===== src/rtl/coffee_ctrl.sv =====
// Control FSM for the coffee-machine datapath: coin capture, accumulate, dispense, change, drain.
// Optional change-return state enabled by defining COFFEE_CTRL_CHANGE_EN.
module coffee_ctrl #(
  parameter int unsigned HOLD_CYCLES = 25_000_000
) (
  input  logic coffee_ctrl_clock,
  input  logic coffee_ctrl_rst_n,
  input  logic coffee_ctrl_coin_1,
  input  logic coffee_ctrl_coin_2,
  input  logic coffee_ctrl_less_3,
  input  logic coffee_ctrl_eql_3,
  input  logic coffee_ctrl_grt_3,
  output logic coffee_ctrl_sel_en,
  output logic coffee_ctrl_sel_sel,
  output logic coffee_ctrl_cnt_ld,
  output logic coffee_ctrl_cnt_en,
  output logic coffee_ctrl_cnt_ud,
  output logic coffee_ctrl_coffee_out,
  output logic coffee_ctrl_change_out,
  output logic coffee_ctrl_busy
);

  localparam int unsigned TW = $clog2(HOLD_CYCLES + 1);
  localparam logic [TW-1:0] HOLD_LAST = TW'(HOLD_CYCLES - 1);

  typedef enum logic [2:0] {
    S_IDLE,
    S_LOAD,
    S_CHECK,
    S_CHANGE,
    S_DISPENSE,
    S_DRAIN
  } state_e;

  state_e        state_q, state_d;
  logic [1:0]    coin_meta_q, coin_meta_d;
  logic [1:0]    coin_sync_q, coin_sync_d;
  logic [1:0]    coin_prev_q, coin_prev_d;
  logic [1:0]    coin_pulse_q, coin_pulse_d;
  logic          coin2_q, coin2_d;
  logic          over_q, over_d;
  logic [TW-1:0] timer_q, timer_d;
  logic [1:0]    drain_q, drain_d;
  logic          sel_en_q, sel_en_d;
  logic          sel_sel_q, sel_sel_d;
  logic          cnt_ld_q, cnt_ld_d;
  logic          cnt_en_q, cnt_en_d;
  logic          coffee_q, coffee_d;
  logic          busy_q, busy_d;
`ifdef COFFEE_CTRL_CHANGE_EN
  logic          change_q, change_d;
`endif

  always_comb begin
    coin_meta_d  = {coffee_ctrl_coin_2, coffee_ctrl_coin_1};
    coin_sync_d  = coin_meta_q;
    coin_prev_d  = coin_sync_q;
    coin_pulse_d = coin_sync_q & ~coin_prev_q;

    state_d = state_q;
    coin2_d = coin2_q;
    over_d  = over_q;
    timer_d = timer_q;
    drain_d = drain_q;

    case (state_q)
      S_IDLE: begin
        // simultaneous pulses on both coins reject the coin outright
        if (coin_pulse_q[0] ^ coin_pulse_q[1]) begin
          coin2_d = coin_pulse_q[1];
          state_d = S_LOAD;
        end
      end
      S_LOAD: state_d = S_CHECK;
      S_CHECK: begin
        case ({coffee_ctrl_less_3, coffee_ctrl_eql_3, coffee_ctrl_grt_3})
          3'b010: begin
            state_d = S_DISPENSE;
            timer_d = HOLD_LAST;
            over_d  = 1'b0;
          end
          3'b001: begin
`ifdef COFFEE_CTRL_CHANGE_EN
            state_d = S_CHANGE;
            timer_d = HOLD_LAST;
            over_d  = 1'b0;
`else
            state_d = S_DISPENSE;
            timer_d = HOLD_LAST;
            over_d  = 1'b1;
`endif
          end
          default: state_d = S_IDLE;
        endcase
      end
`ifdef COFFEE_CTRL_CHANGE_EN
      S_CHANGE: begin
        if (timer_q == '0) begin
          state_d = S_DISPENSE;
          timer_d = HOLD_LAST;
        end else begin
          timer_d = timer_q - 1'b1;
        end
      end
`endif
      S_DISPENSE: begin
        if (timer_q == '0) begin
          state_d = S_DRAIN;
          // kept overpayment leaves one extra unit in the counter
          drain_d = over_q ? 2'd3 : 2'd2;
        end else begin
          timer_d = timer_q - 1'b1;
        end
      end
      S_DRAIN: begin
        if (drain_q == '0) state_d = S_IDLE;
        else               drain_d = drain_q - 1'b1;
      end
      default: state_d = S_IDLE;
    endcase

    // outputs decoded from the next state so they register alongside it
    sel_en_d  = (state_d == S_LOAD);
    sel_sel_d = (state_d == S_LOAD) & coin2_d;
    cnt_ld_d  = (state_d == S_LOAD);
    cnt_en_d  = (state_d == S_DRAIN) || ((state_d == S_CHANGE) && (state_q != S_CHANGE));
    coffee_d  = (state_d == S_DISPENSE);
    busy_d    = (state_d != S_IDLE);
`ifdef COFFEE_CTRL_CHANGE_EN
    change_d  = (state_d == S_CHANGE);
`endif
  end

  always_ff @(posedge coffee_ctrl_clock or negedge coffee_ctrl_rst_n) begin
    if (!coffee_ctrl_rst_n) begin
      state_q      <= S_IDLE;
      coin_meta_q  <= '0;
      coin_sync_q  <= '0;
      coin_prev_q  <= '0;
      coin_pulse_q <= '0;
      coin2_q      <= 1'b0;
      over_q       <= 1'b0;
      timer_q      <= '0;
      drain_q      <= '0;
      sel_en_q     <= 1'b0;
      sel_sel_q    <= 1'b0;
      cnt_ld_q     <= 1'b0;
      cnt_en_q     <= 1'b0;
      coffee_q     <= 1'b0;
      busy_q       <= 1'b0;
`ifdef COFFEE_CTRL_CHANGE_EN
      change_q     <= 1'b0;
`endif
    end else begin
      state_q      <= state_d;
      coin_meta_q  <= coin_meta_d;
      coin_sync_q  <= coin_sync_d;
      coin_prev_q  <= coin_prev_d;
      coin_pulse_q <= coin_pulse_d;
      coin2_q      <= coin2_d;
      over_q       <= over_d;
      timer_q      <= timer_d;
      drain_q      <= drain_d;
      sel_en_q     <= sel_en_d;
      sel_sel_q    <= sel_sel_d;
      cnt_ld_q     <= cnt_ld_d;
      cnt_en_q     <= cnt_en_d;
      coffee_q     <= coffee_d;
      busy_q       <= busy_d;
`ifdef COFFEE_CTRL_CHANGE_EN
      change_q     <= change_d;
`endif
    end
  end

  assign coffee_ctrl_sel_en     = sel_en_q;
  assign coffee_ctrl_sel_sel    = sel_sel_q;
  assign coffee_ctrl_cnt_ld     = cnt_ld_q;
  assign coffee_ctrl_cnt_en     = cnt_en_q;
  assign coffee_ctrl_cnt_ud     = 1'b0;
  assign coffee_ctrl_coffee_out = coffee_q;
  assign coffee_ctrl_busy       = busy_q;
`ifdef COFFEE_CTRL_CHANGE_EN
  assign coffee_ctrl_change_out = change_q;
`else
  assign coffee_ctrl_change_out = 1'b0;
`endif

endmodule


===== config.mk =====
export PLATFORM = sky130hd
export DESIGN_NAME = coffee_ctrl
export DESIGN_NICKNAME = d
export VERILOG_FILES = /design/src/rtl/coffee_ctrl.sv
export SDC_FILE = /design/constraint.sdc
export NUM_CORES = 1
export LEC_CHECK = 0
export CAP_MARGIN = 20
export CORE_MARGIN = 3
export CORE_UTILIZATION = 43
export DETAILED_ROUTE_END_ITERATION = 8
export PLACE_DENSITY = 0.68
export SYNTH_ARGS = -nofsm -noshare
export SYNTH_HDL_FRONTEND = slang
export SYNTH_SLANG_ARGS = --single-unit

===== constraint.sdc =====
create_clock -name coffee_ctrl_clock -period 6.24 [get_ports coffee_ctrl_clock]
set_input_delay 1.248 -clock coffee_ctrl_clock [delete_from_list [all_inputs] [get_ports coffee_ctrl_clock]]
set_output_delay 1.248 -clock coffee_ctrl_clock [all_outputs]
set_load 0.1 [all_outputs]

==> out/results.tsv, run 1 <==
metric	value	unit
largest net degree at the start of global routing	45	
Cell Rows	24	
top cells by count, synth	dfrtp_1 (44), or3_1 (16), nand2_1 (13), nand3_1 (9)	
Post-synth EDFFs	0	
final setup fails	0	
MaxCap Viol Count	0	
Netlist cell types	46	
Antenna diodes	0	
Tmin final	3.28	ns
mean post-synth cell area	10.5	µm²
GR Overflow Total	0	
cell taking the most area after synthesis	dfrtp_1	
Die ar.	5810	µm²
DRC Markers	0	
grt met3 use	3.55	%
post-detail-place hpwl	2.70	mm
met2 usage	23.2	%
fill cell count	431	
H-tree Lvls	2	
Slew HR	35.5	%
setup TNS	0	ns
core area	4560	µm²
initial antenna violation count	0	
DRT antenna net count	0	
clock slew seen by the registers of the worst setup and hold paths	0.09	ns
busiest grt layer	met2	
clock tree sinks	44	
Synth area leaders	dfrtp_1 (52%), or3_1 (4.7%), o41ai_1 (2.9%), nand2_1 (2.3%), nand3_1 (2.1%)	
unrepaired setup endpoints after global routing	false	
Final period util	52.6	%
CP arrival	3.47	ns
Post-CTS Resized	0	
vias in the first global route	1533	
peak supply drop	0.161	mV
cell chosen for the clock root	clkbuf_8	
Hold Path Origin	coin_meta_q[1]	
Pwr Density	207	nW/µm²
met1 usage	21.6	%
final slew viol count	0	
Clk Latency, worst-skew pair	0.30	ns
reg2reg path depth	7	
sequential-to-total area share from yosys stat	51.9	%
crit path max fanout	13	
Primary FF master, synth	dfrtp_1	
Longest Clk Path Bufs	2	
Final Hold Viols	0	
area delta synth->final	11.4	%
TritonCTS clock tree	built	
PortBufs	12	
Post-Place Setup Slack	2.64	ns
Final #Nets	223	
Setup WS post-layout	2.96	ns
HP Class	reg -> reg	
post-synthesis cell count	202	
WHS Endpoint	coin_prev_d[1]	
Post-synth ARST share	100	%
reg-to-reg startpoint	timer_q[0]	
CP startpoint kind	input pin	
Netlist Area Pre-Place	2120	µm²
Die W	76.2	µm
R2R setup slack	3.66	ns
DR iter-0 viols	70	
post-DR wirelength/cell	14.1	µm
Worst Setup Path Type	in -> reg	
total wire length	3.94	mm
WHS Path Cells	0	
Initial DRT Pass Iterations	4	
status	finished clean	
count leader, synth	dfrtp_1	
Clock Skew	0.00795	ns
post-synth top area share	51.9	%
Yosys reg bits	44	
Synth warnings	0	
fraction of layout cells with a size suffix above 1	7.94	%
via/cell ratio	5.72	
via count	1595	
worst-margin pin slew	0.965	ns
GP Congestion	0.778	
critical path capture point type	flop	
first-pass GRT wire length	7.26	mm
Die Height	76.2	µm
CP required	6.43	ns
Total GRT Usage	15.3	%
LEAKAGE	0.000899	µW
worst r2r dst	timer_q[24]	
CTS buffer count	5	
io pins	15	
Starting Density	46.5	%
Hold-fix buffers, CTS	0	
maximum achievable frequency	0.304	GHz
Post-CTS Setup Repair Bufs	0	
report_power, final:
part | total, µW | switching [µW] | internal (µW)
Sequential | 288 | 0.926 | 287
Clock | 184 | 102 | 81.5
Combinational | 16.1 | 12.2 | 3.94
through the flow:
| step | utilization [%] | power (µW) | cell area [µm²] | hold WS [ns] | std cells |
|---|---|---|---|---|---|
| after floorplan | - | 302 | 2120 | 0.331 | 203 |
| after global placement | 49.7 | 311 | 2270 | 0.334 | 271 |
| after detailed placement | 49.7 | 311 | 2270 | 0.338 | 271 |
| after CTS | 51.8 | 496 | 2360 | 0.359 | 279 |
| after global routing | 51.8 | 509 | 2360 | 0.374 | 279 |
| final | 51.8 | 488 | 2360 | 0.355 | 279 |
flip-flops by register name (all words and copies together), names as in the netlist:
name and flops:
coffee_ctrl_sel_sel 1, coin_prev_d 2, coffee_ctrl_cnt_en 1, over_q 1, coin_prev_q 2, timer_q 25
coffee_ctrl_cnt_ld 1, coin_pulse_q 2, coffee_ctrl_coffee_out 1, state_q 3, coin_meta_q 2, drain_q 2
coffee_ctrl_busy 1
layout by cell type (no fill, tap or decap), types with 6 or more instances in the layout:
cell and n:
o21ai_1 6, nor2_1 8, clkdlybuf4s50_1 11, or3_1 16, nand3_1 9, inv_1 8, nor4_1 6, dfrtp_1 44
o41ai_1 7, nand2_1 13
kinds of logic after synthesis:
family	Yosys count	share of synthesized area, %
AND/OR/NAND/NOR	86	24.4
adder cells (fa/ha/maj)	3	1.77
AO/OA/AOI/OAI	45	15.2
buffers and inverters	17	3.89
multiplexers	2	0.944
flip-flops	44	51.9
XOR/XNOR	4	1.65
other	1	0.177
cell type report:
class	instances	area (µm²)	share of cell area (%)
inverter	8	30.0	1.27
timing repair buffer	12	115	4.87
tap	65	81.3	3.44
clock buffer	5	68.8	2.91
multi-input combinational	142	941	39.8
clock inverter	3	25.0	1.06
sequential	44	1100	46.6
routing by layer:
layer  vias up  share of wire (%)
li1        777                  -
met1       769                 48
met2        44                 45
met3         5                4.9
met4         0                1.2
met5         -                  0
worst max path at each step:
stage | startpoint | end | slack [ns] | depth (start not counted)
6_report | coffee_ctrl_less_3 | timer_q[24] | 2.96 | 6
5_1_grt | coffee_ctrl_less_3 | timer_q[24] | 2.79 | 6
4_1_cts | coffee_ctrl_less_3 | timer_q[24] | 2.97 | 6
3_5_place_dp | coffee_ctrl_less_3 | timer_q[24] | 2.64 | 6
3_3_place_gp | coffee_ctrl_less_3 | timer_q[24] | 2.68 | 6
2_1_floorplan | coffee_ctrl_less_3 | timer_q[16] | 3.43 | 6
critical path, stage by stage:
cell and delay (ns):
clkdlybuf4s50_1 0.40, nor4b_1 0.57, a21o_1 0.21, o211ai_1 0.34, o31ai_1 0.35, or3b_1 0.36
Power figures use the tool's default switching activity.
==> run 2: changes to the inputs <==
Settings changed: PLACE_DENSITY 0.68 to 0.71.
Clock period 6.24 ns to 2.8 ns, I/O delays scaled along.
==> out/results.tsv, run 2 (same netlist as run 1, synthesis figures left out) <==
metric	value	unit
setup TNS	0	ns
Cell Rows	24	
post-detail-place hpwl	2.85	mm
Final period util	84.8	%
worst r2r dst	timer_q[24]	
dpl cells	277	
largest net degree at the start of global routing	45	
area delta synth->final	16.8	%
DR iter-0 viols	83	
Post-CTS Setup Repair Bufs	0	
TritonCTS clock tree	built	
H-tree Lvls	2	
vias in the first global route	1522	
total wire length	4.09	mm
DRC Markers	0	
io pins	15	
via count	1588	
critical path capture point type	flop	
Worst Setup Path Type	reg -> reg	
HP Class	in -> async	
Critical Path Slowest Stage Cell	or3_1	
critical path, cell by cell	nor4_1 -> nand4_1 -> or3_1 -> o31ai_1 -> or3b_1	
Slew HR	56.1	%
delay-heaviest family, CP	simple AND/OR/NAND/NOR gates	
clock slew seen by the registers of the worst setup and hold paths	0.08	ns
LEAKAGE	0.000977	µW
Antenna diodes	0	
reg-to-reg startpoint	timer_q[17]	
Starting Density	46.5	%
Clk Latency, worst-skew pair	0.29	ns
final slew viol count	0	
fraction of layout cells with a size suffix above 1	13.6	%
Die ar.	5810	µm²
first-pass GRT wire length	7.20	mm
CP arrival	2.55	ns
R2R setup slack	0.42	ns
design area	2480	µm²
CP startpoint kind	flop	
maximum achievable frequency	0.421	GHz
GP Congestion	0.791	
Hold-fix buffers, CTS	0	
Clock Skew	0.00312	ns
DRT antenna net count	0	
Buf/Inv on CP	0	
Total GRT Usage	15.4	%
GR Overflow Total	0	
peak supply drop	0.366	mV
reg2reg path depth	5	
PortBufs	12	
cell chosen for the clock root	clkbuf_8	
most frequent cells in the layout	dfrtp_1 (44), or3_1 (16), nand2_1 (13)	
number of flip-flops in the largest register	25	
post-DR wirelength/cell	14.3	µm
MaxCap Viol Count	0	
Die W	76.2	µm
most common library cell in the layout ignoring fill and taps	dfrtp_1	
critical path depth	5	
Finished Layout Cells	286	
Post-CTS Resized	0	
Tmin final	2.38	ns
unrepaired setup endpoints after global routing	false	
status	finished clean	
Longest Clk Path Bufs	2	
Pwr Density	541	nW/µm²
Initial DRT Pass Iterations	4	
via/cell ratio	5.55	
Die Height	76.2	µm
clock tree sinks	44	
top flop regs	timer_q (25), state_q (3)	
final setup fails	0	
Final #Nets	230	
largest reg by FF count	timer_q	
Core Util, Final	54.3	%
CP required	2.97	ns
Final Hold Viols	0	
DP Area	2300	µm²
fill cell count	422	
worst-margin pin slew	0.654	ns
core area	4560	µm²
CTS buffer count	5	
crit path max fanout	8	
initial antenna violation count	0	
Tot Pwr	1340	µW
crit-path max cell delay	0.51	ns
-- run 2: cell types whose count changed in the layout (fill, tap and decap cells not counted) --
cell,change
clkdlybuf4s50_1,-6
inv_6,-2
buf_4,+12
bufinv_16,+3
clkinvlp_4,-1
buf_12,+1
-- run 2: routing by layer --
layer	global-route usage [%]	routed length (µm)	share of wire, %	up-vias
li1	-	-	-	794
met1	21.0	2060	50	770
met2	24.3	1890	46	22
met3	3.19	116	2.8	2
met4	5.43	25	0.61	0
met5	0	0	0	-
-- run 2: area by class of cell --
type / count / area (µm²) / area share (%)
Sequential cell: 44 / 1100 / 44.4
Multi-Input combinational cell: 142 / 941 / 38.0
Timing Repair Buffer: 19 / 165 / 6.67
Clock inverter: 3 / 90.1 / 3.64
Tap cell: 65 / 81.3 / 3.28
Clock buffer: 5 / 68.8 / 2.78
Inverter: 8 / 30.0 / 1.21
-- run 2: where the power goes --
group | switching (µW) | leakage, µW | internal (µW) | total, µW
sequential | 1.99 | 0.000522 | 641 | 643
combinational | 27.5 | 0.000377 | 11.7 | 39.2
clock | 214 | 0.0000784 | 446 | 660
-- run 2: worst max-delay path by stage --
stage	from	end	slack (ns)
floorplan	timer_q[5]	timer_q[19]	0.56
global placement	coffee_ctrl_less_3	timer_q[16]	0.26
detailed placement	coffee_ctrl_less_3	timer_q[16]	0.13
CTS	timer_q[17]	timer_q[24]	0.40
global route	timer_q[17]	timer_q[23]	0.11
finish	timer_q[17]	timer_q[24]	0.42
-- run 2: per-stage QoR --
stage / setup WS [ns] / hold WS (ns)
finish: 0.425 / 0.0726
floorplan: 0.562 / 0.264
global route: 0.109 / 0.0660
global placement: 0.263 / 0.332
CTS: 0.401 / 0.356
detailed placement: 0.134 / 0.336
==> run 3: changes to the inputs <==
Clock period 2.8 ns to 1.95 ns, I/O delays scaled along.
==> out/results.tsv, run 3 (same netlist as run 1, synthesis figures left out) <==
metric	value	unit
status	finished, violations left	
violated checks	negative setup slack	
DRT antenna net count	0	
Die W	76.2	µm
first-pass GRT wire length	9.22	mm
largest net degree at the start of global routing	25	
HP Class	in -> async	
Finished Layout Cells	353	
R2R setup slack	-0.24	ns
CP arrival	2.42	ns
Longest Clk Path Bufs	2	
final setup fails	16	
cell chosen for the clock root	clkbuf_8	
LEAKAGE	0.00134	µW
post-detail-place hpwl	3.42	mm
GP Congestion	0.793	
Clock Skew	0.00633	ns
Final Hold Viols	0	
maximum achievable frequency	0.457	GHz
most common library cell in the layout ignoring fill and taps	buf_4	
vias in the first global route	2030	
dpl cells	319	
Slew HR	64.4	%
via count	1945	
fraction of layout cells with a size suffix above 1	46.2	%
Total GRT Usage	19.4	%
total wire length	5.74	mm
peak supply drop	0.396	mV
core area	4560	µm²
Die ar.	5810	µm²
DRC Markers	0	
Antenna diodes	0	
Setup WS post-layout	-0.239	ns
final slew viol count	0	
PortBufs	12	
initial antenna violation count	0	
Worst Setup Path Type	reg -> reg	
Hold-fix buffers, CTS	0	
Starting Density	46.5	%
worst-margin pin slew	0.531	ns
io pins	15	
Tmin final	2.19	ns
Die Height	76.2	µm
CTS buffer count	5	
unrepaired setup endpoints after global routing	true	
TritonCTS clock tree	built	
Cell Rows	24	
Final period util	112	%
Initial DRT Pass Iterations	4	
H-tree Lvls	2	
final hold slack	0.0593	ns
post-DR wirelength/cell	16.3	µm
largest reg by FF count	timer_q	
GR Overflow Total	0	
CP startpoint kind	flop	
clock tree sinks	44	
Pwr Density	496	nW/µm²
via/cell ratio	5.51	
MaxCap Viol Count	0	
most frequent cells in the layout	buf_4 (72), dfrtp_1 (44), nand2_1 (13)	
number of flip-flops in the largest register	25	
Final #Nets	297	
crit path max fanout	4	
CP required	2.18	ns
DR iter-0 viols	114	
critical path capture point type	flop	
top flop regs	timer_q (25), state_q (3)	
area delta synth->final	51.9	%
Clk Latency, worst-skew pair	0.30	ns
clock slew seen by the registers of the worst setup and hold paths	0.09	ns
run 3: area by class of cell:
class	count	area, µm²
fillers	316	1340
multi-input cells	142	1220
flip-flops and latches	44	1100
repair buffers	86	691
clock buffers	7	86.3
well taps	65	81.3
inverters	8	30.0
clock inverters	1	7.51
run 3: worst max-delay path, stage by stage (launching register included):
cell	delay [ns]
dfrtp_1	0.41
or3_4	0.40
or4_4	0.57
or2_4	0.28
or3_4	0.34
a21oi_2	0.13
run 3: final timing paths:
kind | startpoint | to | cells past startpoint
setup reg to reg | timer_q[7] | timer_q[17] | 5
hold reg to reg | coin_meta_q[0] | coin_prev_d[0] | 0
min in group coffee_ctrl_clock | coin_meta_q[0] | coin_prev_d[0] | 0
max in group asynchronous | coffee_ctrl_rst_n | timer_q[13] | 2
setup / recovery | timer_q[7] | timer_q[17] | 5
hold / removal | coffee_ctrl_rst_n | coffee_ctrl_busy | 1
run 3: where the power goes:
part	total [µW]	internal (µW)	switching [µW]
Sequential	923	920	2.90
Clock	608	288	320
Combinational	65.6	21.4	44.2
run 3: what timing repair did:
action | in CTS | in global routing
setup endpoints to repair | 26 | 25
pin swaps | 22 | 19
endpoints found under the hold margin | 0 | 0
buffers inserted | 14 | 16
gates resized for setup | 34 | 27
run 3: per-layer routing:
metal | routed length, µm | vias to the layer above | track usage (%)
met5 | 0 | - | 0
met4 | 95 | 0 | 7.61
met3 | 216 | 11 | 4.26
met2 | 2990 | 49 | 33.0
met1 | 2440 | 959 | 23.9
li1 | - | 926 | -
run 3: per-stage QoR:
| step | utilization, % | setup WS (ns) | power [µW] | cell area [µm²] | TNS [ns] |
|---|---|---|---|---|---|
| 2_1_floorplan | - | -0.207 | 966 | 2140 | -0.893 |
| 3_3_place_gp | 57.5 | -0.289 | 998 | 2630 | -3.45 |
| 3_5_place_dp | 57.5 | -0.370 | 999 | 2630 | -4.13 |
| 4_1_cts | 65.3 | -0.196 | 1600 | 2980 | -1.56 |
| 5_1_grt | 70.6 | -0.272 | 1650 | 3220 | -3.50 |
| 6_report | 70.6 | -0.239 | 1600 | 3220 | -2.08 |
